`src/rtl/wb_stage_skid_reg.sv`:
```
// MEM/WB boundary register with valid/ready handshake and a two-entry skid
// buffer. The main register drives the outputs directly; the skid register
// absorbs one overflow entry so in_ready can be a registered signal.
// Flush kills all held entries, and a saturating counter reports how many
// valid entries were killed.
module wb_stage_skid_reg #(
  parameter int DATA_W     = 32,
  parameter int NUM_CH     = 2,
  parameter int ADDR_W     = 5,
  parameter int SEL_W      = 1,
  parameter int ZERO_GUARD = 1,
  parameter int CNT_W      = 16
) (
  input  logic                     clk,
  input  logic                     reset,
  input  logic                     in_valid,
  output logic                     in_ready,
  input  logic [ADDR_W-1:0]        in_wb_addr,
  input  logic                     in_wb_en,
  input  logic [SEL_W-1:0]         in_wb_sel,
  input  logic [NUM_CH*DATA_W-1:0] in_data,
  input  logic                     flush,
  output logic                     out_valid,
  input  logic                     out_ready,
  output logic [ADDR_W-1:0]        out_wb_addr,
  output logic                     out_wb_en,
  output logic [SEL_W-1:0]         out_wb_sel,
  output logic [NUM_CH*DATA_W-1:0] out_data,
  output logic [CNT_W-1:0]         flush_cnt
);

  typedef struct packed {
    logic [ADDR_W-1:0]        addr;
    logic                     en;
    logic [SEL_W-1:0]         sel;
    logic [NUM_CH*DATA_W-1:0] data;
  } entry_t;

  typedef enum logic [1:0] {EMPTY, FULL, SKID} state_t;

  state_t           state, state_nxt;
  entry_t           main_q, skid_q, main_nxt, skid_nxt, in_ent;
  logic             ready_q, wb_en_q, wb_en_nxt;
  logic             in_fire, out_fire;
  logic [1:0]       killed;
  logic [CNT_W:0]   cnt_sum;
  logic [CNT_W-1:0] cnt_q, cnt_nxt;

  assign in_ent   = '{addr: in_wb_addr, en: in_wb_en, sel: in_wb_sel, data: in_data};
  assign in_fire  = in_valid & ready_q;
  assign out_fire = (state != EMPTY) & out_ready;

  // Next-state, payload steering and count of entries killed by a flush
  always_comb begin
    state_nxt = state;
    main_nxt  = main_q;
    skid_nxt  = skid_q;
    killed    = 2'd0;
    case (state)
      EMPTY: begin
        if (in_fire) begin
          state_nxt = FULL;
          main_nxt  = in_ent;
        end
      end
      FULL: begin
        killed = out_fire ? 2'd0 : 2'd1;
        if (in_fire && out_fire) begin
          main_nxt = in_ent;
        end else if (in_fire) begin
          state_nxt = SKID;
          skid_nxt  = in_ent;
        end else if (out_fire) begin
          state_nxt = EMPTY;
        end
      end
      SKID: begin
        killed = out_fire ? 2'd1 : 2'd2;
        if (out_fire) begin
          state_nxt = FULL;
          main_nxt  = skid_q;
        end
      end
      default: state_nxt = EMPTY;
    endcase
    // Flush wins: drop everything, leave payloads stale
    if (flush) begin
      state_nxt = EMPTY;
      main_nxt  = main_q;
      skid_nxt  = skid_q;
    end
  end

  // Saturating flush counter update
  always_comb begin
    cnt_sum = {1'b0, cnt_q} + (CNT_W+1)'(killed);
    cnt_nxt = cnt_q;
    if (flush) cnt_nxt = cnt_sum[CNT_W] ? '1 : cnt_sum[CNT_W-1:0];
  end

  // Write enable is precomputed from the next main entry so it leaves a flop
  always_comb begin
    wb_en_nxt = (state_nxt != EMPTY) & main_nxt.en &
                !((ZERO_GUARD != 0) && (main_nxt.addr == '0));
  end

  // Control state, registered ready, write enable and counter
  always_ff @(posedge clk or negedge reset) begin
    if (!reset) begin
      state   <= EMPTY;
      ready_q <= 1'b0;
      wb_en_q <= 1'b0;
      cnt_q   <= '0;
    end else begin
      state   <= state_nxt;
      ready_q <= (state_nxt != SKID);
      wb_en_q <= wb_en_nxt;
      cnt_q   <= cnt_nxt;
    end
  end

  // Payload registers; hold while stalled
  always_ff @(posedge clk or negedge reset) begin
    if (!reset) begin
      main_q <= '0;
      skid_q <= '0;
    end else begin
      main_q <= main_nxt;
      skid_q <= skid_nxt;
    end
  end

  assign in_ready    = ready_q;
  assign out_valid   = (state != EMPTY);
  assign out_wb_addr = main_q.addr;
  assign out_wb_en   = wb_en_q;
  assign out_wb_sel  = main_q.sel;
  assign out_data    = main_q.data;
  assign flush_cnt   = cnt_q;

endmodule

```
`config.mk`:
```
export PLATFORM = sky130hd
export DESIGN_NAME = wb_stage_skid_reg
export DESIGN_NICKNAME = d
export VERILOG_FILES = /design/src/rtl/wb_stage_skid_reg.sv
export SDC_FILE = /design/constraint.sdc
export NUM_CORES = 1
export LEC_CHECK = 0
export ABC_AREA = 1
export CAP_MARGIN = 20
export CORE_UTILIZATION = 55
export DETAILED_ROUTE_END_ITERATION = 6
export PLACE_DENSITY_LB_ADDON = 0.3
export SYNTH_ARGS = -nofsm -noshare
export SYNTH_HDL_FRONTEND = slang
export SYNTH_SLANG_ARGS = --single-unit
```
`constraint.sdc`:
```
create_clock -name clk -period 5.4 [get_ports clk]
set_input_delay 0.54 -clock clk [delete_from_list [all_inputs] [get_ports clk]]
set_output_delay 0.54 -clock clk [all_outputs]
set_load 0.02 [all_outputs]
```
==> results of run 1 <==
## metrics by stage
stage                     power, mW  setup slack (ns)  instance area, µm²  util (%)
after global routing          4.157             1.801                9553     69.09
after detailed placement      2.747             1.710                8945     64.69
after global placement        2.712             1.785                8945     64.69
after CTS                     3.947             2.121                9525     68.89
after floorplan               2.433             2.417                7762         -
final                         3.925             2.062                9553     69.09
## routing by layer
metal | routed length (µm) | track usage, % | vias up
li1 | - | - | 3067
met1 | 7898 | 35.03 | 2954
met2 | 8238 | 39.26 | 205
met3 | 914 | 5.330 | 34
met4 | 410 | 10.57 | 0
met5 | 0 | 0 | -
## worst min path at each step
stage / start / endpoint / slack (ns) / cells past startpoint
2_1_floorplan: reset / flush_cnt[0] / 0.24 / 0
3_3_place_gp: skid_q[56] / skid_q[56] / 0.45 / 2
3_5_place_dp: skid_q[33] / skid_q[33] / 0.46 / 2
4_1_cts: reset / out_data[52] / 0.32 / 1
5_1_grt: reset / out_data[52] / 0.09 / 1
6_report: reset / out_data[52] / 0.06 / 1
## flip-flops by register name (all words and copies together) (netlist names)
signal       flops
in_ready         1
main_q           1
flush_cnt       16
skid_q          71
out_wb_en        1
out_data        64
out_wb_addr      5
state            2
out_wb_sel       1
## cell usage in the layout, fill, tap and decap left out
master,n
nand2_1,369
clkdlybuf4s50_1,163
dfrtp_1,162
o21ai_1,84
inv_1,56
a22oi_1,38
nand3_1,25
nor2_1,22
o21ai_0,19
clkbuf_16,17
a21oi_1,8
inv_2,7
nor3_1,7
buf_4,6
clkinv_2,5
clkbuf_8,5
xnor2_1,4
xor2_1,4
nor2_4,3
clkbuf_1,3
nor2_2,2
or2_2,2
ha_1,2
bufinv_16,2
a21oi_2,1
nand2_2,1
nand3_2,1
a21oi_4,1
o22ai_4,1
o21bai_1,1
nand3b_1,1
nand4_1,1
nor4_1,1
fa_1,1
buf_6,1
buf_16,1
## power groups by stage
| stage | clock, mW | combinational, mW | sequential (mW) |
|---|---|---|---|
| after global routing | 1.26 | 1.13 | 1.77 |
| after floorplan | 0 | 0.720 | 1.71 |
| after global placement | 0 | 0.983 | 1.73 |
| after detailed placement | 0 | 1.01 | 1.73 |
| final | 1.19 | 1.01 | 1.73 |
| after CTS | 1.20 | 1.02 | 1.72 |
## cell usage after synthesis
cell / instances
nor2_2: 4
inv_1: 56
dfrtp_1: 162
buf_4: 72
nand3b_1: 1
nor2_1: 22
a21oi_1: 8
buf_6: 7
xor2_1: 4
or2_2: 2
nor2_4: 1
inv_2: 9
nand2_2: 1
o21ai_0: 19
fa_1: 1
nand2_1: 369
nand3_2: 1
o22ai_2: 1
nand3_1: 25
a21oi_2: 1
o21bai_1: 1
nor3_1: 7
xnor2_1: 4
a22oi_1: 38
clkbuf_1: 26
nand4_1: 1
buf_1: 1
ha_1: 2
buf_2: 6
o21ai_1: 84
nor4_1: 1
a21oi_4: 1
## cell families after synthesis
logic type / synth area share [%]
adder cells (fa/ha/maj): 0.5802
flip-flops: 52.22
AND/OR/NAND/NOR: 22.07
XOR/XNOR: 0.9026
AO/OA/AOI/OAI: 11.41
buffers and inverters: 12.81
## layout make-up
type	instances	area, µm²	share of cell area, %
Sequential cell	162	4054	42.44
Clock buffer	25	505.5	5.291
Timing Repair Buffer	171	1715	17.96
Inverter	65	246.5	2.580
Multi-Input combinational cell	599	2731	28.59
Clock inverter	5	75.07	0.7859
Tap cell	180	225.2	2.358
## worst max-delay path: stages
cell,delay [ns]
clkdlybuf4s50_1,0.69
nand3_1,0.23
nand2_2,0.15
nand3_2,0.16
a21oi_4,0.64
clkinv_2,0.38
buf_4,0.45
nand2_1,0.18
o21ai_1,0.08
==> flow_summary.json, run 1 <==
{
  "cts_max_level": 4,
  "worstRegToRegCells": 15,
  "setup_viol": 0,
  "synthToLayoutAreaGrowth_pct": 23.07,
  "placed_cells": 1176,
  "gp_congestion": 0.8560,
  "final_net_count": 1095,
  "irDropWorstVdd_v": 0.0002094,
  "ios": 165,
  "grt_pass1_vias": 5932,
  "routedWlPerCell_um": 14.47,
  "ant_nets": 0,
  "syn_avg_cell_area_um2": 8.276,
  "grt_max_degree": 118,
  "clk_path_buf_depth": 2,
  "max_freq_mhz": 299.6,
  "p_sw_share_pct": 30.73,
  "post-cts-setup-buffers": 0,
  "cp-endpoint": "out_data[33]",
  "cts.hold.buffers_added": 0,
  "seqPwrFrac_pct": 44.0,
  "overflow": 0,
  "die_h_um": 120.8,
  "internal_power_mw": 2.719,
  "grt_usage_pct": 25.44,
  "crit_fanout": 91,
  "cp_data_arrival_time_ns": 3.61,
  "finalClockSkew_ns": 0.005793,
  "worstReg2RegEnd": "flush_cnt[15]",
  "num_rows": 43,
  "run_status": "complete, no violations",
  "hp-class": "in -> async",
  "max_slew_margin_pct": 38.37,
  "maxCapViolations": 0,
  "ys_ff_latch": 162,
  "cts_buffers": 17,
  "synth_area_leaders": "dfrtp_1, nand2_1, buf_4, o21ai_1, a22oi_1",
  "cts_root_buf": "clkbuf_16",
  "syn-instance-count": 938,
  "viasPerCell": 5.186,
  "fillers": 1116,
  "whs_ns": 0.06222,
  "core-area_um2": 13830,
  "die-area_um2": 14590,
  "tritoncts": "yes",
  "vias": 6260,
  "die_w_um": 120.8,
  "synth_cell_types": 32,
  "worstSetupStartpointType": "input pin",
  "firstDrtPassIters": 5,
  "report.final.hold_viol_count": 0,
  "grt_pass1_wl_mm": 28.86,
  "synth_top_area_share_pct": 52.22,
  "start_util_pct": 56.14,
  "setup_tns_ns": 0,
  "rsz0062_at_grt": "false",
  "critical_path_class": "in -> reg",
  "p_per_area_nw_per_um2": 410.8,
  "clkLatencyLatePin_ns": 0.42,
  "switchingPower_mw": 1.206,
  "ys_warn_count": 0,
  "worstMarginPinSlew_ns": 0.9244,
  "drc": 0,
  "finalCritPeriodShare_pct": 61.81,
  "power_frac_comb_pct": 25.8,
  "reg2reg_from": "state[1]",
  "layout_min_cycle_time_ns": 3.338,
  "reg2reg_slack_ns": 2.26,
  "drt_iter0_markers": 608,
  "clkTransAtPathRegs_ns": 0.06,
  "diodes": 0,
  "required_ns": 5.67,
  "antenna_found_initial": 0,
  "cts_sinks": 162,
  "crit_start": "out_ready",
  "yosys.area.top_type": "dfrtp_1",
  "end_kind": "flop",
  "syn-cell-area_um2": 7762,
  "port_buffers": 164,
  "syn-num-nets": 1017,
  "power_frac_clock_pct": 30.2,
  "maxSlewViolCount": 0,
  "dpl.hpwl_mm": 10.97,
  "cts_resized": 0,
  "ys_seq_area_share_pct": 52.22,
  "drive_gt1_share_pct": 5.453,
  "drt-total-wl_mm": 17.46,
  "instances_no_fill": 1207,
  "power.leakage_nw": 4.641
}
No activity file was read; power rests on OpenSTA's default activity.
==> run 2: changes to the inputs <==
--- a/config.mk
+++ b/config.mk
@@ -7,7 +7,7 @@
 export LEC_CHECK = 0
 export ABC_AREA = 1
 export CAP_MARGIN = 20
-export CORE_UTILIZATION = 55
+export CORE_UTILIZATION = 51
 export DETAILED_ROUTE_END_ITERATION = 6
 export PLACE_DENSITY_LB_ADDON = 0.3
 export SYNTH_ARGS = -nofsm -noshare
==> constraint.sdc (replaced) <==
create_clock -name clk -period 3.3 [get_ports clk]
set_input_delay 0.33 -clock clk [delete_from_list [all_inputs] [get_ports clk]]
set_output_delay 0.33 -clock clk [all_outputs]
set_load 0.02 [all_outputs]
==> run 2 against run 1 <==
Die area is 7.7% higher. Via count is 2.4% lower. Largest power group unchanged. Register-to-register slack got worse by 2.0 ns. Critical endpoint is now flush_cnt[2]. The flow now finishes with violations (design-rule violations).
==> flow_summary.json, run 2 (synthesized netlist as in run 1, its figures left out) <==
{
  "run_status": "finished with violations",
  "violations": "design-rule violations",
  "ios": 165,
  "cts_root_buf": "clkbuf_16",
  "seq_area_um2": 4054,
  "final_common_cell": "nand2_1",
  "cp_data_arrival_time_ns": 3.33,
  "power.leakage_nw": 4.654,
  "crit_cells": 15,
  "layout_min_cycle_time_ns": 2.996,
  "drt_iter0_markers": 559,
  "setup_viol": 0,
  "end_kind": "flop",
  "drc": 11,
  "placed_cells": 1186,
  "final_cell_mix": "nand2_1, clkdlybuf4s50_1, dfrtp_1",
  "clkTransAtPathRegs_ns": 0.06,
  "cts_sinks": 162,
  "ant_nets": 0,
  "synthToLayoutAreaGrowth_pct": 23.74,
  "diodes": 0,
  "routedWlPerCell_um": 14.07,
  "core-area_um2": 14700,
  "viasPerCell": 5.012,
  "drt-total-wl_mm": 17.15,
  "final_net_count": 1101,
  "reg2reg_from": "state[1]",
  "critical-path-top-delay-family": "simple AND/OR/NAND/NOR gates",
  "top_register": "skid_q",
  "clkLatencyLatePin_ns": 0.42,
  "start_util_pct": 52.81,
  "maxSlewViolCount": 0,
  "vias": 6110,
  "gp_congestion": 0.8626,
  "rsz0062_at_grt": "false",
  "report.final.hold_viol_count": 0,
  "hp-class": "in -> async",
  "worstReg2RegEnd": "flush_cnt[2]",
  "post-cts-setup-buffers": 0,
  "crit_fanout": 11,
  "clk_path_buf_depth": 2,
  "slowest_stage": "dfrtp_1",
  "grt_pass1_vias": 5746,
  "finalCritPeriodShare_pct": 90.77,
  "max_stage_delay_ns": 0.50,
  "die_w_um": 125.4,
  "dpl.hpwl_mm": 10.92,
  "drive_gt1_share_pct": 6.087,
  "largest_reg_flops": 71,
  "irDropWorstVdd_v": 0.0003673,
  "critical_path_class": "reg -> reg",
  "overflow": 0,
  "cts_max_level": 4,
  "instances_no_fill": 1219,
  "cp_cell_sequence": "inv_2, nor2_2, inv_2, nor2_4, o21bai_1, ha_1, inv_1, fa_1, inv_1, nand3_1, nor3_1, nand2_1, nor2_1, nand3_2, o21ai_0",
  "maxCapViolations": 0,
  "multi_input_area_um2": 2736,
  "worstRegToRegCells": 15,
  "grt_usage_pct": 22.98,
  "worstSetupStartpointType": "flop",
  "worst-path-buf-inv": 4,
  "port_buffers": 164,
  "fillers": 1243,
  "reg2reg_slack_ns": 0.30,
  "p_per_area_nw_per_um2": 666.1,
  "required_ns": 3.63,
  "setup_tns_ns": 0,
  "grt_pass1_wl_mm": 28.59,
  "grt_max_degree": 71,
  "worstMarginPinSlew_ns": 0.7681,
  "antenna_found_initial": 0,
  "num_rows": 44,
  "firstDrtPassIters": 7,
  "cts_buffers": 17,
  "finalClockSkew_ns": 0.007033,
  "max_slew_margin_pct": 48.79,
  "die_h_um": 125.4,
  "die-area_um2": 15720,
  "max_freq_mhz": 333.8,
  "tritoncts": "yes"
}
## run 2: worst register-to-register path, cell delays in order, from the launching register on
cell	delay, ns
dfrtp_1	0.50
inv_2	0.07
nor2_2	0.22
inv_2	0.07
nor2_4	0.08
o21bai_1	0.13
ha_1	0.19
inv_1	0.06
fa_1	0.45
inv_1	0.10
nand3_1	0.11
nor3_1	0.22
nand2_1	0.12
nor2_1	0.19
nand3_2	0.24
o21ai_0	0.16
## run 2: layout make-up
type,count,area share [%]
Clock inverter,8,1.055
Sequential cell,162,42.20
Multi-Input combinational cell,599,28.49
Clock buffer,24,5.015
Timing Repair Buffer,177,18.28
Inverter,65,2.566
Tap cell,184,2.397
## run 2: stage by stage
stage | total power [mW] | util (%) | worst slack [ns] | hold slack (ns) | cell area (µm²)
after floorplan | 3.982 | - | 0.3575 | 0.03441 | 7762
after global placement | 4.452 | 61.28 | 0.2403 | 0.3281 | 9007
after detailed placement | 4.497 | 61.28 | 0.1217 | 0.3343 | 9007
after CTS | 6.454 | 65.31 | 0.2431 | 0.4531 | 9600
after global routing | 6.770 | 65.35 | 0.03579 | 0.4710 | 9605
final | 6.398 | 65.35 | 0.3044 | 0.4398 | 9605
## run 2: timing repair
action                                  in CTS  in global routing
hold buffers                                 1                  0
hold endpoints to repair                    55                  0
resized for setup                            0                  1
endpoints found under the setup margin       0                 11
## run 2: worst max-delay path by stage
stage	startpoint	endpoint	slack, ns
after global routing	state[1]	flush_cnt[2]	0.04
final	state[1]	flush_cnt[2]	0.30
after global placement	out_ready	flush_cnt[15]	0.24
after detailed placement	out_ready	flush_cnt[2]	0.12
after CTS	state[1]	flush_cnt[2]	0.24
after floorplan	state[1]	flush_cnt[15]	0.36
## run 2: power by group
group	total (mW)	switching (mW)	internal [mW]
clock	1.94	0.763	1.18
combinational	1.65	0.905	0.745
sequential	2.81	0.305	2.51
total	6.40	1.97	4.43
## run 2: layer usage
layer,vias up,track usage [%],wire (µm)
li1,3070,-,-
met1,2886,31.35,7917
met2,144,36.77,8305
met3,10,4.579,789
met4,0,7.891,142
met5,-,0,0
